`src/rtl/wb_port_arbiter.sv`:
```
// wb_port_arbiter
// Shares the single register-file write port between the pipeline writeback
// stage and the multi-cycle MDU. The pipeline wins every collision; MDU
// results that lose are parked in a small FIFO and drained into idle write
// slots. A starvation counter raises a one-cycle pipeline stall so that the
// FIFO is guaranteed to make progress. Decode can query pending destinations
// through the pend_hit flags to stall on RAW hazards.
//
// Ports
//   clk, rst                    rising-edge clock, synchronous active-high reset
//   pipe_we/waddr/wdata         pipeline writeback request
//   mdu_valid/waddr/wdata       MDU result, accepted when mdu_ready=1
//   mdu_ready                   FIFO has a free slot (pop in same cycle does not count)
//   rf_we/waddr/wdata           register-file write port (combinational)
//   rd_addr_a/b                 decode read addresses
//   pend_hit_a/b                read address matches a valid buffered result
//   pipe_stall_req              registered one-cycle pipeline freeze
//   buf_count                   occupied FIFO slots (valid and squashed)
module wb_port_arbiter #(
   parameter int unsigned DEPTH        = 2,
   parameter int unsigned STARVE_LIMIT = 4,
   parameter int unsigned CW           = 2
) (
   input  logic          clk,
   input  logic          rst,
   input  logic          pipe_we,
   input  logic [4:0]    pipe_waddr,
   input  logic [31:0]   pipe_wdata,
   input  logic          mdu_valid,
   output logic          mdu_ready,
   input  logic [4:0]    mdu_waddr,
   input  logic [31:0]   mdu_wdata,
   output logic          rf_we,
   output logic [4:0]    rf_waddr,
   output logic [31:0]   rf_wdata,
   input  logic [4:0]    rd_addr_a,
   input  logic [4:0]    rd_addr_b,
   output logic          pend_hit_a,
   output logic          pend_hit_b,
   output logic          pipe_stall_req,
   output logic [CW-1:0] buf_count
);

   localparam int unsigned PW = (DEPTH > 1) ? $clog2(DEPTH) : 1;
   localparam int unsigned SW = $clog2(STARVE_LIMIT + 1);

   // Source driving the write port this cycle.
   typedef enum logic [1:0] {
      SRC_NONE,
      SRC_PIPE,
      SRC_HEAD,
      SRC_MDU
   } src_e;

   logic [4:0]       ent_addr [DEPTH];
   logic [31:0]      ent_data [DEPTH];
   // A valid bit is only ever set on an occupied slot and is cleared on pop,
   // so it doubles as "occupied and not squashed" for the pend_hit search.
   logic [DEPTH-1:0] ent_valid;
   logic [PW-1:0]    head;
   logic [PW-1:0]    tail;
   logic [CW-1:0]    count;
   logic [SW-1:0]    starve_cnt;
   logic             stall_q;

   src_e             src;
   logic             fifo_empty;
   logic             head_valid;
   logic             pipe_ok;
   logic             pipe_grant;
   logic             pop;
   logic             enq;
   logic             enq_valid;

   function automatic logic [PW-1:0] ptr_inc(input logic [PW-1:0] p);
      return (p == PW'(DEPTH - 1)) ? '0 : p + PW'(1);
   endfunction

   always_comb begin
      fifo_empty = (count == '0);
      head_valid = !fifo_empty && ent_valid[head];
      pipe_ok    = pipe_we && (pipe_waddr != '0);
      mdu_ready  = !rst && (count < CW'(DEPTH));

      src = SRC_NONE;
      if (rst) begin
         src = SRC_NONE;
      end else if (stall_q && head_valid) begin
         src = SRC_HEAD;
      end else if (pipe_ok) begin
         src = SRC_PIPE;
      end else if (head_valid) begin
         src = SRC_HEAD;
      end else if (mdu_valid && fifo_empty && (mdu_waddr != '0)) begin
         src = SRC_MDU;
      end

      pipe_grant = (src == SRC_PIPE);
      // A squashed head leaves without touching the port.
      pop        = !rst && !fifo_empty && ((src == SRC_HEAD) || !ent_valid[head]);
      enq        = mdu_ready && mdu_valid && (src != SRC_MDU) && (mdu_waddr != '0);
      // A same-cycle pipeline write to the same register supersedes the new entry.
      enq_valid  = !(pipe_grant && (pipe_waddr == mdu_waddr));
   end

   always_comb begin
      rf_we    = 1'b0;
      rf_waddr = '0;
      rf_wdata = '0;
      unique case (src)
         SRC_PIPE: begin
            rf_we    = 1'b1;
            rf_waddr = pipe_waddr;
            rf_wdata = pipe_wdata;
         end
         SRC_HEAD: begin
            rf_we    = 1'b1;
            rf_waddr = ent_addr[head];
            rf_wdata = ent_data[head];
         end
         SRC_MDU: begin
            rf_we    = 1'b1;
            rf_waddr = mdu_waddr;
            rf_wdata = mdu_wdata;
         end
         default: begin
            rf_we = 1'b0;
         end
      endcase
   end

   always_comb begin
      pend_hit_a = 1'b0;
      pend_hit_b = 1'b0;
      for (int unsigned i = 0; i < DEPTH; i++) begin
         if (ent_valid[i] && (ent_addr[i] == rd_addr_a)) pend_hit_a = 1'b1;
         if (ent_valid[i] && (ent_addr[i] == rd_addr_b)) pend_hit_b = 1'b1;
      end
      if (rst || (rd_addr_a == '0)) pend_hit_a = 1'b0;
      if (rst || (rd_addr_b == '0)) pend_hit_b = 1'b0;
   end

   // Payload storage needs no reset; validity is tracked separately.
   always_ff @(posedge clk) begin
      if (enq) begin
         ent_addr[tail] <= mdu_waddr;
         ent_data[tail] <= mdu_wdata;
      end
   end

   always_ff @(posedge clk) begin
      if (rst) begin
         ent_valid  <= '0;
         head       <= '0;
         tail       <= '0;
         count      <= '0;
         starve_cnt <= '0;
         stall_q    <= 1'b0;
      end else begin
         for (int unsigned i = 0; i < DEPTH; i++) begin
            if (pipe_grant && (ent_addr[i] == pipe_waddr)) ent_valid[i] <= 1'b0;
         end
         if (pop) begin
            ent_valid[head] <= 1'b0;
            head            <= ptr_inc(head);
         end
         if (enq) begin
            ent_valid[tail] <= enq_valid;
            tail            <= ptr_inc(tail);
         end
         count <= count + CW'(enq) - CW'(pop);

         if (fifo_empty || pop) begin
            starve_cnt <= '0;
            stall_q    <= 1'b0;
         end else if (starve_cnt == SW'(STARVE_LIMIT - 1)) begin
            starve_cnt <= '0;
            stall_q    <= 1'b1;
         end else begin
            starve_cnt <= starve_cnt + SW'(1);
            stall_q    <= 1'b0;
         end
      end
   end

   assign pipe_stall_req = stall_q;
   assign buf_count      = count;

endmodule
```
`config.mk`:
```
export PLATFORM = sky130hd
export DESIGN_NAME = wb_port_arbiter
export DESIGN_NICKNAME = d
export VERILOG_FILES = /design/src/rtl/wb_port_arbiter.sv
export SDC_FILE = /design/constraint.sdc
export NUM_CORES = 1
export LEC_CHECK = 0
export ABC_AREA = 1
export CORE_MARGIN = 8
export CORE_UTILIZATION = 25
export CTS_CLUSTER_SIZE = 40
export DETAILED_ROUTE_END_ITERATION = 6
export GPL_ROUTABILITY_DRIVEN = 0
export SLEW_MARGIN = 40
export SYNTH_ARGS = -nofsm -noshare
export SYNTH_HDL_FRONTEND = slang
export SYNTH_SLANG_ARGS = --single-unit
```
`constraint.sdc`:
```
create_clock -name clk -period 6.4 [get_ports clk]
set_clock_uncertainty 0.05 [all_clocks]
set_input_delay 0.96 -clock clk [delete_from_list [all_inputs] [get_ports clk]]
set_output_delay 0.96 -clock clk [all_outputs]
set_load 0.03 [all_outputs]
```
Yosys cells after proc, flatten, opt, wreduce, memory -nomap -nowiden
Memories as Yosys holds them, arrays and structs flattened. A register that Yosys moved wholly into a read port is not among the register bits.
Index checks and enable logic that the tools add are counted.
Widths: inputs -> output; s select.
{"block": "classes", "reduce_logical": 36, "eq_ne": 12, "addsub": 5, "n_mux": 37, "bitwise_logic": 2, "magnitude_cmp": 5}
{"cell": "$pmux 32 s3", "n": 1}
{"cell": "$eq 5x5->1", "n": 7}
{"cell": "$mux 1", "n": 24}
{"cell": "$logic_and 1x1->1", "n": 20}
{"cell": "$mux 2", "n": 8}
{"cell": "$pmux 5 s3", "n": 1}
{"cell": "$logic_not 5->1", "n": 2}
{"cell": "$reduce_bool 5->1", "n": 2}
{"cell": "$reduce_or 3->1", "n": 2}
{"cell": "$eq 2x2->1 const B", "n": 2}
{"cell": "$logic_not 1->1", "n": 4}
{"cell": "$logic_or 1x1->1", "n": 4}
{"cell": "$lt 1x2->1 const B", "n": 2}
{"cell": "$add 3x1->3 const B", "n": 1}
{"cell": "$eq 3x2->1 const B", "n": 1}
{"cell": "$add 1x1->1 const B", "n": 2}
{"cell": "$add 2x1->2", "n": 1}
{"cell": "$and 2x2->2", "n": 1}
{"cell": "$bwmux 2", "n": 1}
{"cell": "$demux 1 s1", "n": 2}
{"cell": "$eq 2x1->1 const B", "n": 1}
{"cell": "$ge 1x1->1 const B", "n": 2}
{"cell": "$logic_not 2->1", "n": 1}
{"cell": "$lt 2x2->1 const B", "n": 1}
{"cell": "other kinds (4)", "n": 4}
{"block": "totals", "input_bits": 88, "mem_count": 2, "reg_bits": 10, "ramBits": 74, "output_inout_bits": 44}
{"name": "ent_data", "words": 2, "word_bits": 32, "read_ports": 1, "rd_ports_with_merged_regs": 1, "write_ports": 1, "line_no": "56", "source": "logic [31:0] ent_data [DEPTH];"}
{"name": "ent_addr", "words": 2, "word_bits": 5, "read_ports": 3, "rd_ports_with_merged_regs": 1, "write_ports": 1, "line_no": "55", "source": "logic [4:0] ent_addr [DEPTH];"}

Depth between registers and ports, before layout
{"block": "logic_depth", "word_depth": 17, "mapped_depth": 15}

Least setup slack after synthesis
No wires, ideal clock.
{"block": "synth_timing", "path_kind": "in2out", "start": "in pipe_waddr[2]", "end": "out rf_wdata[13]", "setup_slack_ps": 3103, "required_time_ps": 5390, "stages": 7, "arrival_ps": 2287, "path_cell_list": "buf_2 -> nor2_2 -> nand3_2 -> nand3_2 -> nand4_4 -> buf_2 -> o211ai_1"}
{"block": "synth_via", "elab_chain_cells": 7, "elab_cells_between_ends": 9, "classes_between": "3 x eq/ne; 4 x mux; 2 x reduce/logical"}
{"element": "start, declared", "line_no": "27", "source": "input logic [4:0] pipe_waddr,"}
{"element": "$reduce_bool 5->1 *", "line_no": "82", "source": "pipe_ok = pipe_we && (pipe_waddr != '0);"}
{"element": "$logic_and 1x1->1 *", "line_no": "82"}
{"element": "$mux 2 *", "line_no": "90", "source": "end else if (pipe_ok) begin"}
{"element": "$mux 2 *", "line_no": "88", "source": "end else if (stall_q && head_valid) begin"}
{"element": "$mux 2 *", "line_no": "86", "source": "if (rst) begin"}
{"element": "$eq 2x2->1 / $eq 2x1->1 (equally long branches)", "line_no": "110", "source": "unique case (src)"}
{"element": "$pmux 32 s3 *", "line_no": "110"}
{"element": "end, declared", "line_no": "35", "source": "output logic [31:0] rf_wdata,"}
Every way passes the cells marked *; elsewhere a longest branch is shown, timed or not.

Worst setup path in the final report
{"block": "layout_timing", "start": "in mdu_waddr[0]", "end": "out rf_wdata[16]"}
{"block": "layout_via", "elab_chain_cells": 9, "elab_cells_between_ends": 11, "classes_between": "3 x eq/ne; 6 x mux; 2 x reduce/logical"}
{"element": "start, declared", "line_no": "31", "source": "input logic [4:0] mdu_waddr,"}
{"element": "$reduce_bool 5->1 *", "line_no": "94", "source": "end else if (mdu_valid && fifo_empty && (mdu_waddr != '0)) begin"}
{"element": "$logic_and 1x1->1 *", "line_no": "94"}
{"element": "$mux 2 *", "line_no": "94"}
{"element": "$mux 2 *", "line_no": "92", "source": "end else if (head_valid) begin"}
{"element": "$mux 2 *", "line_no": "90"}
{"element": "$mux 2 *", "line_no": "88"}
{"element": "$mux 2 *", "line_no": "86"}
{"element": "$eq 2x2->1 / $eq 2x1->1 (equally long branches)", "line_no": "110"}
{"element": "$pmux 32 s3 *", "line_no": "110"}
Marked as above.

==> summary.txt <==
total wire length = 13410 um
top cells by area, synth = edfxtp_1 48%, nand2_1 9.9%, o211ai_2 6.5%, dfxtp_1 4.8%, inv_1 4.1%
ant diodes = 0
Seq/Total Area, Yosys = 52.77%
Max H-tree Level = 3
Ys Warns = 0
Tmin final = 4.669 ns
initial antenna violation count = 0
largest family of logic cells by synthesized area = simple AND/OR/NAND/NOR gates
TritonCTS Buffers = 9
Async SR Flop Fraction = 0%
largest net degree at the start of global routing = 43
Top Ports = 132
Worst Path Required = 5.39 ns
Final Net Count = 681
highest routed layer = met4
met3 wire len = 929 um
Hold Path Class = flop to flop
GR Overflow Total = 0
VDD IR max = 0.0001155 V
CTS root buffer = clkbuf_16
post-synthesis mux area share = 2.163%
Die Y = 152.1 um
Via density = 4.521
Worst-Skew Late Latency = 0.35 ns
Fmax = 214.2 MHz
Arr. time, crit path = 3.66 ns
RSZ-0062 raised after global routing = false
area leader, netlist = edfxtp_1
dpl hpwl = 9757 um
DRC Markers = 0
DR vias = 3721
# hold bufs at CTS = 0
Initial Utilization = 25.59%
cell mode on critical path = clkdlybuf4s50_1
full die area = 0.02312 sq mm
Antenna Nets Post-Route = 0
Syn Nets = 556
Post-synth EDFFs = 74
Die X = 152.1 um
max cap viols = 0
Hold Vio Cnt, Final = 0
Syn Area/Cell = 9.975 sq um
min-delay src = starve_cnt[0]
Synth Area in XOR/XNOR = 4.163%
Yosys reg bits = 85
post-route clock period utilization = 72.95%
worst slack at placement = 1.407 ns
Compound-Gate Fraction of Synth Area = 14.79%
Post-Synthesis Cells = 464
PD cells = 295.3 mW/mm^2
Longest Clk Path Bufs = 2
CP max stage delay = 0.71 ns
Critical Path End Type = primary output
Post-Route Setup TNS = 0 ns
Setup Buffers After CTS = 0
first-pass GRT wire length = 21290 um
Slew headroom = 59.07%
filler instances = 1760
fraction of layout instances using a drive strength above 1 = 12.46%
Synth-to-Final Area Change = 39.04%
Met2 Routed Length = 6153 um
startpoint types = input pin
Crit path buffers/inverters = 3
Final Setup Violations = 0
1st-iter DRT viols = 132
slowest cell on the critical path = clkdlybuf4s50_1
reg2reg start = ent_valid[1]
Resized cells post-CTS = 0
port bufs = 131
most used flip-flop cell after synthesis = edfxtp_1
final slew viol count = 0
Tot GR Track Use = 11.74%
CTS tree = yes
vias in the first global route = 4023
status = finished clean
row count = 49
Synth top area share = 48.01%
post-synth design cell area = 0.004628 sq mm
synth unique cells = 36
leakage = 2.356 nW
Simple-Gate Fraction of Synth Area = 17.36%
Worst Max-Slew Pin Slew = 0.6126 ns
overall power consumption = 1.901 mW
family with the most delay on the worst path = buffers and inverters
CP Cell Sequence = clkdlybuf4s50_1 -> nor2_1 -> nand3_1 -> nand2_4 -> nand2_2 -> nand4_4 -> buf_16 -> o211ai_1 -> clkdlybuf4s50_1
Clock Sinks = 85
met1 WL = 6091 um
Synth Area in Adders = 1.081%
Clk pin slew, worst setup/hold paths = 0.06 ns
Max FO, Critical Path = 22
worst setup path start = mdu_waddr[0]
WL per Instance = 16.29 um
DRT Pass-1 Iters = 6
Setup Crit Path Kind = input pin to primary output
Setup WS post-layout = 1.731 ns
most frequent cells in the layout = 131 x clkdlybuf4s50_1, 122 x nand2_1, 74 x edfxtp_1
most common cell after layout, fill and taps aside = clkdlybuf4s50_1
placeable core region = 0.01809 sq mm
## metal layers
| layer | global-route usage (%) | vias to the layer above |
|---|---|---|
| li1 | - | 1845 |
| met1 | 14.46 | 1739 |
| met2 | 18.63 | 122 |
| met3 | 3.971 | 15 |
| met4 | 4.522 | 0 |
| met5 | 0 | - |
## final cells by class
| cell class | instances | area [sq um] | share of cell area [%] |
|---|---|---|---|
| sequential | 85 | 2444 | 37.97 |
| multi-input combinational | 301 | 1831 | 28.45 |
| timing repair buffer | 135 | 1361 | 21.16 |
| tap | 229 | 286.5 | 4.453 |
| clock buffer | 9 | 225.2 | 3.500 |
| inverter | 57 | 219.0 | 3.403 |
| clock inverter | 7 | 68.82 | 1.069 |
## worst paths after layout
path                    to  slack, ns  cells after the start
max           rf_wdata[16]       1.73                      9
max reg2reg   buf_count[1]       3.70                     15
min reg2reg  starve_cnt[0]       0.38                      1
min          starve_cnt[0]       0.38                      1
## stage by stage
| step | area (sq um) | hold slack (ns) | util [%] | cells |
|---|---|---|---|---|
| 2_1_floorplan | 4628 | 0.3492 | - | 464 |
| 5_1_grt | 6435 | 0.4168 | 35.58 | 823 |
| 3_5_place_dp | 6113 | 0.3707 | 33.80 | 806 |
| 4_1_cts | 6407 | 0.3849 | 35.43 | 822 |
| 3_3_place_gp | 6113 | 0.3565 | 33.80 | 806 |
| 6_report | 6435 | 0.3790 | 35.58 | 823 |
## cells by family after synthesis
group | after synthesis
AOI/OAI and AO/OA | 88
xor gates and xnor gates | 22
muxes | 10
adders and majority gates | 4
DFF | 85
buffers and inverters | 78
and+or+nand+nor | 177
## worst register-to-register path, stage by stage (launching register included)
cell and delay (ns):
dfxtp_1 0.40, nand2_1 0.09, nand2_2 0.12, nand2_1 0.11
nand2_2 0.12, nand4_4 0.34, buf_16 0.32, nand2_2 0.10
nand2_2 0.08, inv_1 0.08, ha_1 0.22, inv_1 0.05
ha_1 0.14, xor2_1 0.17, o21ai_0 0.10, a21oi_1 0.14
## flip-flops by register name, summed over array words and instances, names as in the netlist, named ones only
| name | count |
|---|---|
| ent_data | 64 |
| ent_addr | 10 |
| starve_cnt | 3 |
| buf_count | 2 |
| ent_valid | 2 |
| head | 1 |
| pipe_stall_req | 1 |
| tail | 1 |
## Yosys cell counts (5+ instances only)
master      n
a21oi_1     8
a221oi_1    6
buf_2       8
buf_6       6
dfxtp_1    11
edfxtp_1   74
inv_1      50
mux2i_1    10
nand2_1   122
nand2_2     7
nand3_1    14
nand3_2     5
nor2_1     13
o211ai_1   10
o211ai_2   24
o21ai_0    32
xnor2_1    15
xor2_1      7
## power breakdown
| part | internal, mW | switching (mW) | leakage (nW) |
|---|---|---|---|
| sequential | 0.658 | 0.0333 | 0.767 |
| combinational | 0.270 | 0.416 | 1.44 |
| clock | 0.276 | 0.247 | 0.147 |
| total | 1.20 | 0.697 | 2.36 |
No activity file was read; power rests on OpenSTA's default activity.
